$ cat src/rtl/tetris_pkg.sv
// Shared Tetris definitions: board geometry, empty-cell value and
// the lock_piece state encodings.
package tetris_pkg;

    localparam int BOARD_W     = 10;
    localparam int BOARD_H     = 24;
    localparam int HIDDEN_ROWS = 4;

    localparam logic [5:0] EMPTY    = 6'b0;
    localparam logic [3:0] LAST_COL = 4'(BOARD_W - 1);
    localparam logic [4:0] LAST_ROW = 5'(BOARD_H - 1);
    localparam logic [3:0] SCAN_END = 4'(BOARD_W);

    typedef enum logic [2:0] {
        S_IDLE      = 3'd0,
        S_WRITE     = 3'd1,
        S_SCAN      = 3'd2,
        S_SHIFT     = 3'd3,
        S_CLEAR_TOP = 3'd4,
        S_DONE      = 3'd5
    } lp_state_t;

    function automatic logic [1:0] cell_off(
        input logic [7:0] c,
        input logic [1:0] k
    );
        return c[{k, 1'b0} +: 2];
    endfunction

endpackage

$ cat src/rtl/board_addr.sv
// Maps a board cell (x, y) to its linear RAM address y*10 + x.
module board_addr
    import tetris_pkg::*;
(
    input  logic [3:0] x,
    input  logic [4:0] y,
    output logic [7:0] addr
);

    assign addr = {3'b0, y} * 8'(BOARD_W) + {4'b0, x};

endmodule

$ cat src/rtl/lock_piece.sv
// Commits a falling piece to the board RAM, then scans bottom-up and
// removes every full row, shifting the rows above it down by one.
module lock_piece
    import tetris_pkg::*;
(
    input  logic       clk,
    input  logic       reset,
    input  logic       start,
    input  logic [4:0] X_in,
    input  logic [5:0] Y_in,
    input  logic [7:0] coord_x,
    input  logic [7:0] coord_y,
    input  logic [5:0] colour,
    input  logic [5:0] ram_Q,
    output logic [7:0] ram_addr,
    output logic [5:0] ram_data,
    output logic       ram_wren,
    output logic       busy,
    output logic       done,
    output logic [2:0] lines_cleared
);

    lp_state_t  state_q, state_d;
    logic [4:0] x_q, x_d;
    logic [5:0] y_q, y_d;
    logic [7:0] cx_q, cx_d;
    logic [7:0] cy_q, cy_d;
    logic [5:0] col_q, col_d;
    logic [2:0] lines_q, lines_d;
    logic [3:0] cnt_q, cnt_d;
    logic [4:0] row_q, row_d;
    logic [4:0] j_q, j_d;
    logic       wr_ph_q, wr_ph_d;
    logic       full_q, full_d;

    logic [5:0] cell_x;
    logic [6:0] cell_y;
    logic       cell_ok;
    logic       q_nz;
    logic       row_full;
    logic [3:0] ax;
    logic [4:0] ay;

    board_addr u_addr (
        .x    (ax),
        .y    (ay),
        .addr (ram_addr)
    );

    assign cell_x = {1'b0, x_q} + {4'b0, cell_off(cx_q, cnt_q[1:0])};
    assign cell_y = {1'b0, y_q} + {5'b0, cell_off(cy_q, cnt_q[1:0])};
    assign cell_ok = (cell_x <= {2'b0, LAST_COL})
                  && (cell_y <= {2'b0, LAST_ROW});
    assign q_nz = (ram_Q != EMPTY);

    assign busy = (state_q != S_IDLE);
    assign lines_cleared = lines_q;

    always_comb begin
        state_d  = state_q;
        x_d      = x_q;
        y_d      = y_q;
        cx_d     = cx_q;
        cy_d     = cy_q;
        col_d    = col_q;
        lines_d  = lines_q;
        cnt_d    = cnt_q;
        row_d    = row_q;
        j_d      = j_q;
        wr_ph_d  = wr_ph_q;
        full_d   = full_q;
        ax       = '0;
        ay       = '0;
        ram_wren = 1'b0;
        ram_data = EMPTY;
        done     = 1'b0;
        row_full = 1'b0;

        unique case (state_q)
            S_IDLE: begin
                if (start) begin
                    x_d     = X_in;
                    y_d     = Y_in;
                    cx_d    = coord_x;
                    cy_d    = coord_y;
                    col_d   = colour;
                    lines_d = '0;
                    cnt_d   = '0;
                    state_d = S_WRITE;
                end
            end

            S_WRITE: begin
                ram_data = col_q;
                if (cell_ok) begin
                    ax       = cell_x[3:0];
                    ay       = cell_y[4:0];
                    ram_wren = 1'b1;
                end
                cnt_d = cnt_q + 4'd1;
                if (cnt_q == 4'd3) begin
                    cnt_d   = '0;
                    full_d  = 1'b1;
                    row_d   = LAST_ROW;
                    state_d = (col_q == EMPTY) ? S_DONE : S_SCAN;
                end
            end

            // Addresses go out on cnt 0..9; read data lands on cnt 1..10.
            S_SCAN: begin
                ay = row_q;
                ax = (cnt_q <= LAST_COL) ? cnt_q : 4'd0;
                cnt_d = cnt_q + 4'd1;
                if (cnt_q != 4'd0) begin
                    full_d = full_q && q_nz;
                end
                if (cnt_q == SCAN_END) begin
                    row_full = full_q && q_nz;
                    cnt_d    = '0;
                    full_d   = 1'b1;
                    if (row_full) begin
                        if (lines_q != 3'd7) begin
                            lines_d = lines_q + 3'd1;
                        end
                        j_d     = row_q;
                        wr_ph_d = 1'b0;
                        state_d = (row_q == 5'd0) ? S_CLEAR_TOP : S_SHIFT;
                    end else if (row_q == 5'd0) begin
                        state_d = S_DONE;
                    end else begin
                        row_d = row_q - 5'd1;
                    end
                end
            end

            S_SHIFT: begin
                ax = cnt_q;
                if (!wr_ph_q) begin
                    ay      = j_q - 5'd1;
                    wr_ph_d = 1'b1;
                end else begin
                    ay       = j_q;
                    ram_data = ram_Q;
                    ram_wren = 1'b1;
                    wr_ph_d  = 1'b0;
                    cnt_d    = cnt_q + 4'd1;
                    if (cnt_q == LAST_COL) begin
                        cnt_d = '0;
                        if (j_q == 5'd1) begin
                            state_d = S_CLEAR_TOP;
                        end else begin
                            j_d = j_q - 5'd1;
                        end
                    end
                end
            end

            S_CLEAR_TOP: begin
                ax       = cnt_q;
                ram_wren = 1'b1;
                cnt_d    = cnt_q + 4'd1;
                if (cnt_q == LAST_COL) begin
                    cnt_d   = '0;
                    full_d  = 1'b1;
                    state_d = S_SCAN;
                end
            end

            S_DONE: begin
                done    = 1'b1;
                state_d = S_IDLE;
            end

            default: begin
                state_d = S_IDLE;
            end
        endcase
    end

    always_ff @(posedge clk) begin
        if (reset) begin
            state_q <= S_IDLE;
            x_q     <= '0;
            y_q     <= '0;
            cx_q    <= '0;
            cy_q    <= '0;
            col_q   <= '0;
            lines_q <= '0;
            cnt_q   <= '0;
            row_q   <= '0;
            j_q     <= '0;
            wr_ph_q <= 1'b0;
            full_q  <= 1'b0;
        end else begin
            state_q <= state_d;
            x_q     <= x_d;
            y_q     <= y_d;
            cx_q    <= cx_d;
            cy_q    <= cy_d;
            col_q   <= col_d;
            lines_q <= lines_d;
            cnt_q   <= cnt_d;
            row_q   <= row_d;
            j_q     <= j_d;
            wr_ph_q <= wr_ph_d;
            full_q  <= full_d;
        end
    end

endmodule

$ cat config.mk
export PLATFORM = sky130hd
export DESIGN_NAME = lock_piece
export DESIGN_NICKNAME = d
export VERILOG_FILES = /design/src/rtl/tetris_pkg.sv /design/src/rtl/board_addr.sv /design/src/rtl/lock_piece.sv
export SDC_FILE = /design/constraint.sdc
export NUM_CORES = 1
export LEC_CHECK = 0
export CAP_MARGIN = 20
export CORE_ASPECT_RATIO = 0.8
export CORE_MARGIN = 2
export CORE_UTILIZATION = 50
export CTS_BUF_LIST = sky130_fd_sc_hd__clkbuf_8
export DETAILED_ROUTE_END_ITERATION = 6
export GPL_TIMING_DRIVEN = 0
export PLACE_DENSITY = 0.86
export RECOVER_POWER = 50
export SYNTH_ARGS = -nofsm -noshare
export SYNTH_HDL_FRONTEND = slang
export SYNTH_SLANG_ARGS = --single-unit
$ cat constraint.sdc
create_clock -name clk -period 6 [get_ports clk]
set_input_delay 1.2 -clock clk [delete_from_list [all_inputs] [get_ports clk]]
set_output_delay 1.2 -clock clk [all_outputs]
set_load 0.02 [all_outputs]
Yosys cells after proc, flatten, opt, wreduce, memory -nomap -nowiden --
Index checks and enable logic that the tools add are counted.
Operators by class: bitwise operators 0, add/sub/neg operators 7, shift-type cells 2, reduce and logical (&&, ||, !) cells 22, $mul 1, multiplexer cells 55, magnitude comparators 3, equal/unequal tests 24, divide/modulo/power cells 0
Operators by type and width (number):
- $mux W5 | 11
- $mux W3 | 15
- $mux W4 | 7
- $ne A2 B2 Y1 const B | 12
- $pmux W4 S5 | 1
- $pmux W5 S2 | 2
- $shiftx A8 B4 Y2 | 2
- $pmux W3 S5 | 1
- $pmux W5 S3 | 1
- $pmux W4 S3 | 1
- $pmux W6 S2 | 1
- $mux W1 | 10
- $reduce_and A5 Y1 | 2
- $sub A5 B1 Y5 const B | 2
- $ne A3 B3 Y1 const B | 3
- $add A8 B4 Y8 | 1
- $eq A4 B4 Y1 const B | 2
- $reduce_and A8 Y1 | 1
- $add A6 B2 Y7 | 1
- $le A7 B5 Y1 const B | 1
- $mul A5 B3 Y7 const B | 1
- $add A5 B2 Y6 | 1
- $eq A3 B2 Y1 const B | 2
- $eq A3 B3 Y1 const B | 2
- other kinds (25) | 31
Word-level totals: register bits after elaboration 55, logic and storage cells 126, bits in read-only memories 0, input port bits 42, output and inout port bits 20, bits in writable memories 0, memories kept 0, bits in latches 0

Longest topological paths before layout --
depth in word-level cells 8, depth in mapped cells 19, depth with buffers taken out 18

Hierarchy --
From an unflattened synthesis, not the netlist that was laid out.
Unflattened totals: cells, all modules 456, area, all modules 3594.7 um^2
By module, submodules not included:
- lock_piece | area an instance 3323.2 um^2, seq. area each 1101.1 um^2, cells an instance 428, times used 1
- board_addr | area an instance 271.5 um^2, seq. area each 0.0 um^2, cells an instance 28, times used 1

Worst setup path after synthesis --
OpenSTA, ideal clock, no wires.
path kind register to output, start reg cnt_q[0], end out ram_addr[7], path buffers 1, stages on the path, launching flop included 18, path slack 67 ps, required time 4800 ps, data arrival time 4733 ps, path through dfxtp_1 > clkbuf_1 > mux4_2 > ha_1 > fa_1 > nand4b_1 > a21oi_1 > o221a_2 > inv_1 > o22ai_1 > ha_1 > ha_1 > fa_1 > nand2_1 > o21bai_1 > mux2_2 > o22ai_1 > xor2_1
On the way: longest elaborated chain between the ends 8, elaborated cells on any way between the ends 15, those cells by class add/sub (3); mul (1); order compare (3); shift (2); mux (5); reduce/logical (1)
RTL lines:
- start, declared | RTL line lock_piece.sv:30 | logic [3:0] cnt_q, cnt_d;
- start signal, assigned | RTL line lock_piece.sv:202 | cnt_q <= cnt_d;
- $shiftx A8 B4 Y2 | RTL line tetris_pkg.sv:27 | return c[{k, 1'b0} +: 2];
- $add A6 B2 Y7 / $add A5 B2 Y6 (equally long branches) | RTL line lock_piece.sv:51, lock_piece.sv:50
- $le A7 B5 Y1 / $le A6 B4 Y1 (equally long branches) | RTL line lock_piece.sv:53, lock_piece.sv:52
- $logic_and A1 B1 Y1 | RTL line lock_piece.sv:53 | && (cell_y <= {2'b0, LAST_ROW});
- $mux W5 | RTL line lock_piece.sv:95 | if (cell_ok) begin
- $pmux W5 S3 | RTL line lock_piece.sv:79 | unique case (state_q)
- $mul A5 B3 Y7 | RTL line board_addr.sv:10 | assign addr = {3'b0, y} * 8'(BOARD_W) + {4'b0, x};
- $add A8 B4 Y8 * | RTL line board_addr.sv:10
- end, declared | RTL line lock_piece.sv:15 | output logic [7:0] ram_addr,
Every way passes the cells marked *; elsewhere a longest branch is shown, timed or not.

Final worst setup path --
Same ends and word-level chain as after synthesis.

==> impl_metrics.toml <==
[status]
status = "complete, but fails checks"
violations = "negative setup slack"

[timing]
min_period_over_period_pct = 100
slew_headroom_pct = 34.9
fmax_mhz = 166
setup_slack_ns = -0.00991
tightest_slew_ns = 0.967
rsz0062_at_grt = "true"
timing.final.hold_violations = 0
fin_setup_tns_ns = -0.00991
fin_crit_ns = 6.01
fin_skew_ns = 0.0160
final-setup-viol-count = 1
slew_viol_final = 0

[critical_path]
crit_path_start_kind = "flop"
r2r-end = "row_q[4]"
worstPathRequired_ns = 4.80
crit_fanout = 6
worst_path_max_delay_cell = "mux4_2"
worstSetupPathType = "flop to output pin"
crit_path_end_kind = "output pin"
critical_path_buf_inv_count = 2
cp.arrival_ns = 4.81
ff2ff_setup_slack_ns = 3.55
crit_family = "adder cells"
cp_cell_sequence = "buf_8 -> mux4_2 -> ha_4 -> fa_2 -> nand4b_1 -> a21oi_2 -> o221a_2 -> nand2_1 -> o21ai_2 -> ha_4 -> ha_2 -> fa_1 -> nand2_1 -> o21bai_4 -> mux2_4 -> o22ai_4 -> xor2_2 -> buf_6"
cpPeakStageDelay_ns = 0.55
reg2regPathDepth = 9
r2r-start = "cnt_q[0]"

[worst_hold_path]
holdPathStages = 2
min_to = "cy_q[6]"
min_from = "cy_q[6]"
min_path_type = "flop to flop"

[layout]
final-seq-area_um2 = 1100
syn2layout_area_growth_pct = 30.2
antenna_cells = 0
fin_area_um2 = 4680
fill_cells = 566
layout-drive-gt1-share_pct = 10.7
multiInputGateArea_um2 = 2460
final_nets = 620

[run]
maxCapViolations = 0

[die]
initial_core_util_pct = 51.9
die_w_um = 98.8
core_um2 = 6930
dieArea_um2 = 7890
ios = 62
row_count = 27
die_h_um = 79.9

[global_routing]
grt_pass1_wl_mm = 16.2
grt_pass1_vias = 3463
grt_max_degree = 20
grt_usage_pct = 24.9
grt_overflow = 0
antenna_found_initial = 0

[logic_synthesis]
ys.warnings.count = 0
post-synth-top-area-cell = "dfxtp_1"
netlist_top_cells_area = "dfxtp_1 31%, nand2_1 9.7%, a21oi_1 9.0%, ha_1 8.0%, nor2_1 4.1%"
synth_fa_ha_area_share_pct = 10.2
synth_ff_type = "dfxtp_1"
synth_top_family_by_area = "simple AND/OR/NAND/NOR gates"
yosys.area_share.simple_pct = 25.4
muxShareOfSynthArea_pct = 3.97
ys_seq_area_share_pct = 30.6
syn_area_um2 = 3600
syn-num-nets = 537
ys_async_sr_fraction_pct = 0
synth_compound_area_share_pct = 21.9
synth_cell_types = 58
synthXorXnorAreaFrac_pct = 3.65
synthCells = 468
synth-edff-count = 0
synth.avg_cell_area_um2 = 7.69
ys_ff_latch = 55
synthDominantCellAreaShare_pct = 30.6

[pwr]
vdd_drop_max_v = 0.000170
cellLeakagePower_uw = 0.00183
p_per_area_nw_per_um2 = 378

[placement]
dpl_cell_area_um2 = 4320
port-buffer-count = 61
dpl.hpwl_mm = 7.21
place.gp.congestion = 0.957

[clock_network]
root_buffer = "clkbuf_8"
cts_hold_buf = 0
cts_tree = "built"
htreeDepth = 2
cts.sinks = 55
clk_latency_ns = 0.33
cts_buffers = 5
clk_path_buf_depth = 2
clkTransAtPathRegs_ns = 0.12

[route]
wl_per_cell_um = 15.4
dr_total_vias = 3710
dr.pass1.iters = 5
detail_route.vias_per_cell = 5.81
drc = 0
totalWireLength_mm = 9.81
drtIter0Drc = 243
ant_nets = 0
[routing by layer]
| layer | vias up | track usage, % | routed length, um |
|---|---|---|---|
| li1 | 1808 | - | - |
| met1 | 1725 | 32.8 | 4250 |
| met4 | 0 | 6.71 | 149 |
| met3 | 20 | 4.20 | 704 |
| met2 | 157 | 42.4 | 4700 |
| met5 | - | 0 | 0 |
[per-stage QoR]
step | cells | utilization [%] | setup WS [ns] | total power, uW | hold slack (ns)
finish | 639 | 67.6 | -0.00991 | 1770 | 0.463
floorplan | 468 | - | 0.0666 | 1130 | 0.433
detailed placement | 616 | 62.3 | -0.948 | 1390 | 0.447
global route | 639 | 67.6 | -0.148 | 1900 | 0.489
CTS | 636 | 66.3 | 0.0221 | 1710 | 0.463
global placement | 616 | 62.3 | -0.791 | 1370 | 0.439
[worst max-delay path by stage]
stage | from | to | depth (start not counted)
after global placement | cnt_q[0] | ram_addr[7] | 18
after detailed placement | cnt_q[0] | ram_addr[7] | 18
after global routing | cnt_q[0] | ram_addr[7] | 18
final | cnt_q[0] | ram_addr[7] | 18
after CTS | cnt_q[0] | ram_addr[7] | 19
after floorplan | cnt_q[0] | ram_addr[7] | 17
[registers in the layout (all words and copies together) (netlist names)]
| name | cells |
|---|---|
| lines_cleared | 3 |
| col_q | 6 |
| full_q | 1 |
| x_q | 5 |
| cy_q | 8 |
| state_q | 3 |
| wr_ph_q | 1 |
| y_q | 6 |
| row_q | 5 |
| cnt_q | 4 |
| j_q | 5 |
| cx_q | 8 |
[repair_timing]
item / 4_1_cts / 5_1_grt
buffers inserted: 12 / 3
endpoints found under the setup margin: 5 / 4
pin swaps: 12 / 10
gates resized for setup: 26 / 15
[worst register-to-register path, stage by stage (launching register included)]
cell and delay [ns]:
dfxtp_2 0.36, buf_8 0.13, inv_1 0.11, ha_1 0.18, nand3b_1 0.12, a31oi_1 0.29, or3b_4 0.45, or4_1 0.48
a21oi_1 0.16, nor2_1 0.05
[Yosys cell counts, types with 6 or more instances]
cell type / count
nand2_1: 93
a21oi_1: 65
dfxtp_1: 55
nor2_1: 39
ha_1: 23
clkbuf_1: 20
inv_1: 17
o21ai_0: 15
xnor2_1: 13
nor2b_1: 10
a22o_1: 8
nor3_1: 8
nand3b_1: 7
o21ai_1: 6
[logic make-up (layout without fill, tap and decap cells)]
group | Yosys count | after routing
flip-flops | 55 | 55
multiplexers | 9 | 9
buffers and inverters | 40 | 124
adder cells (fa/ha/maj) | 27 | 27
AND/OR/NAND/NOR | 191 | 191
XOR/XNOR | 15 | 15
AO/OA/AOI/OAI | 131 | 131
[layout by cell type (no fill, tap or decap), types with 3 or more instances in the layout]
cell             instances
a31oi_1                  4
nand3b_1                 7
buf_4                   15
a211oi_1                 5
nor2_1                  39
nor3_1                   8
a21o_1                   4
nor2b_1                 10
inv_1                   16
clkbuf_1                18
mux2i_1                  3
or3b_1                   3
clkdlybuf4s50_1         52
nand3_1                  5
clkbuf_8                 5
a21oi_1                 63
dlygate4sd3_1            6
or2_1                    3
mux4_2                   4
nand2b_1                 4
nand2_1                 92
ha_4                     3
o21ai_1                  6
o21ai_0                 13
a22o_1                   8
xnor2_1                 13
ha_1                    18
dfxtp_1                 54
[power by group]
part	total, uW	switching [uW]	internal, uW
Sequential	508	70.5	438
Combinational	994	559	434
Clock	270	141	129
[cell type report]
| cell class | instances | share of cell area, % |
|---|---|---|
| multi-input cells | 373 | 52.5 |
| clock inverters | 3 | 1.07 |
| inverters | 17 | 1.36 |
| repair buffers | 76 | 15.6 |
| well taps | 87 | 2.32 |
| clock buffers | 5 | 1.47 |
| plain buffers | 23 | 2.16 |
| flip-flops and latches | 55 | 23.5 |
(Power assumes the default switching activity.)
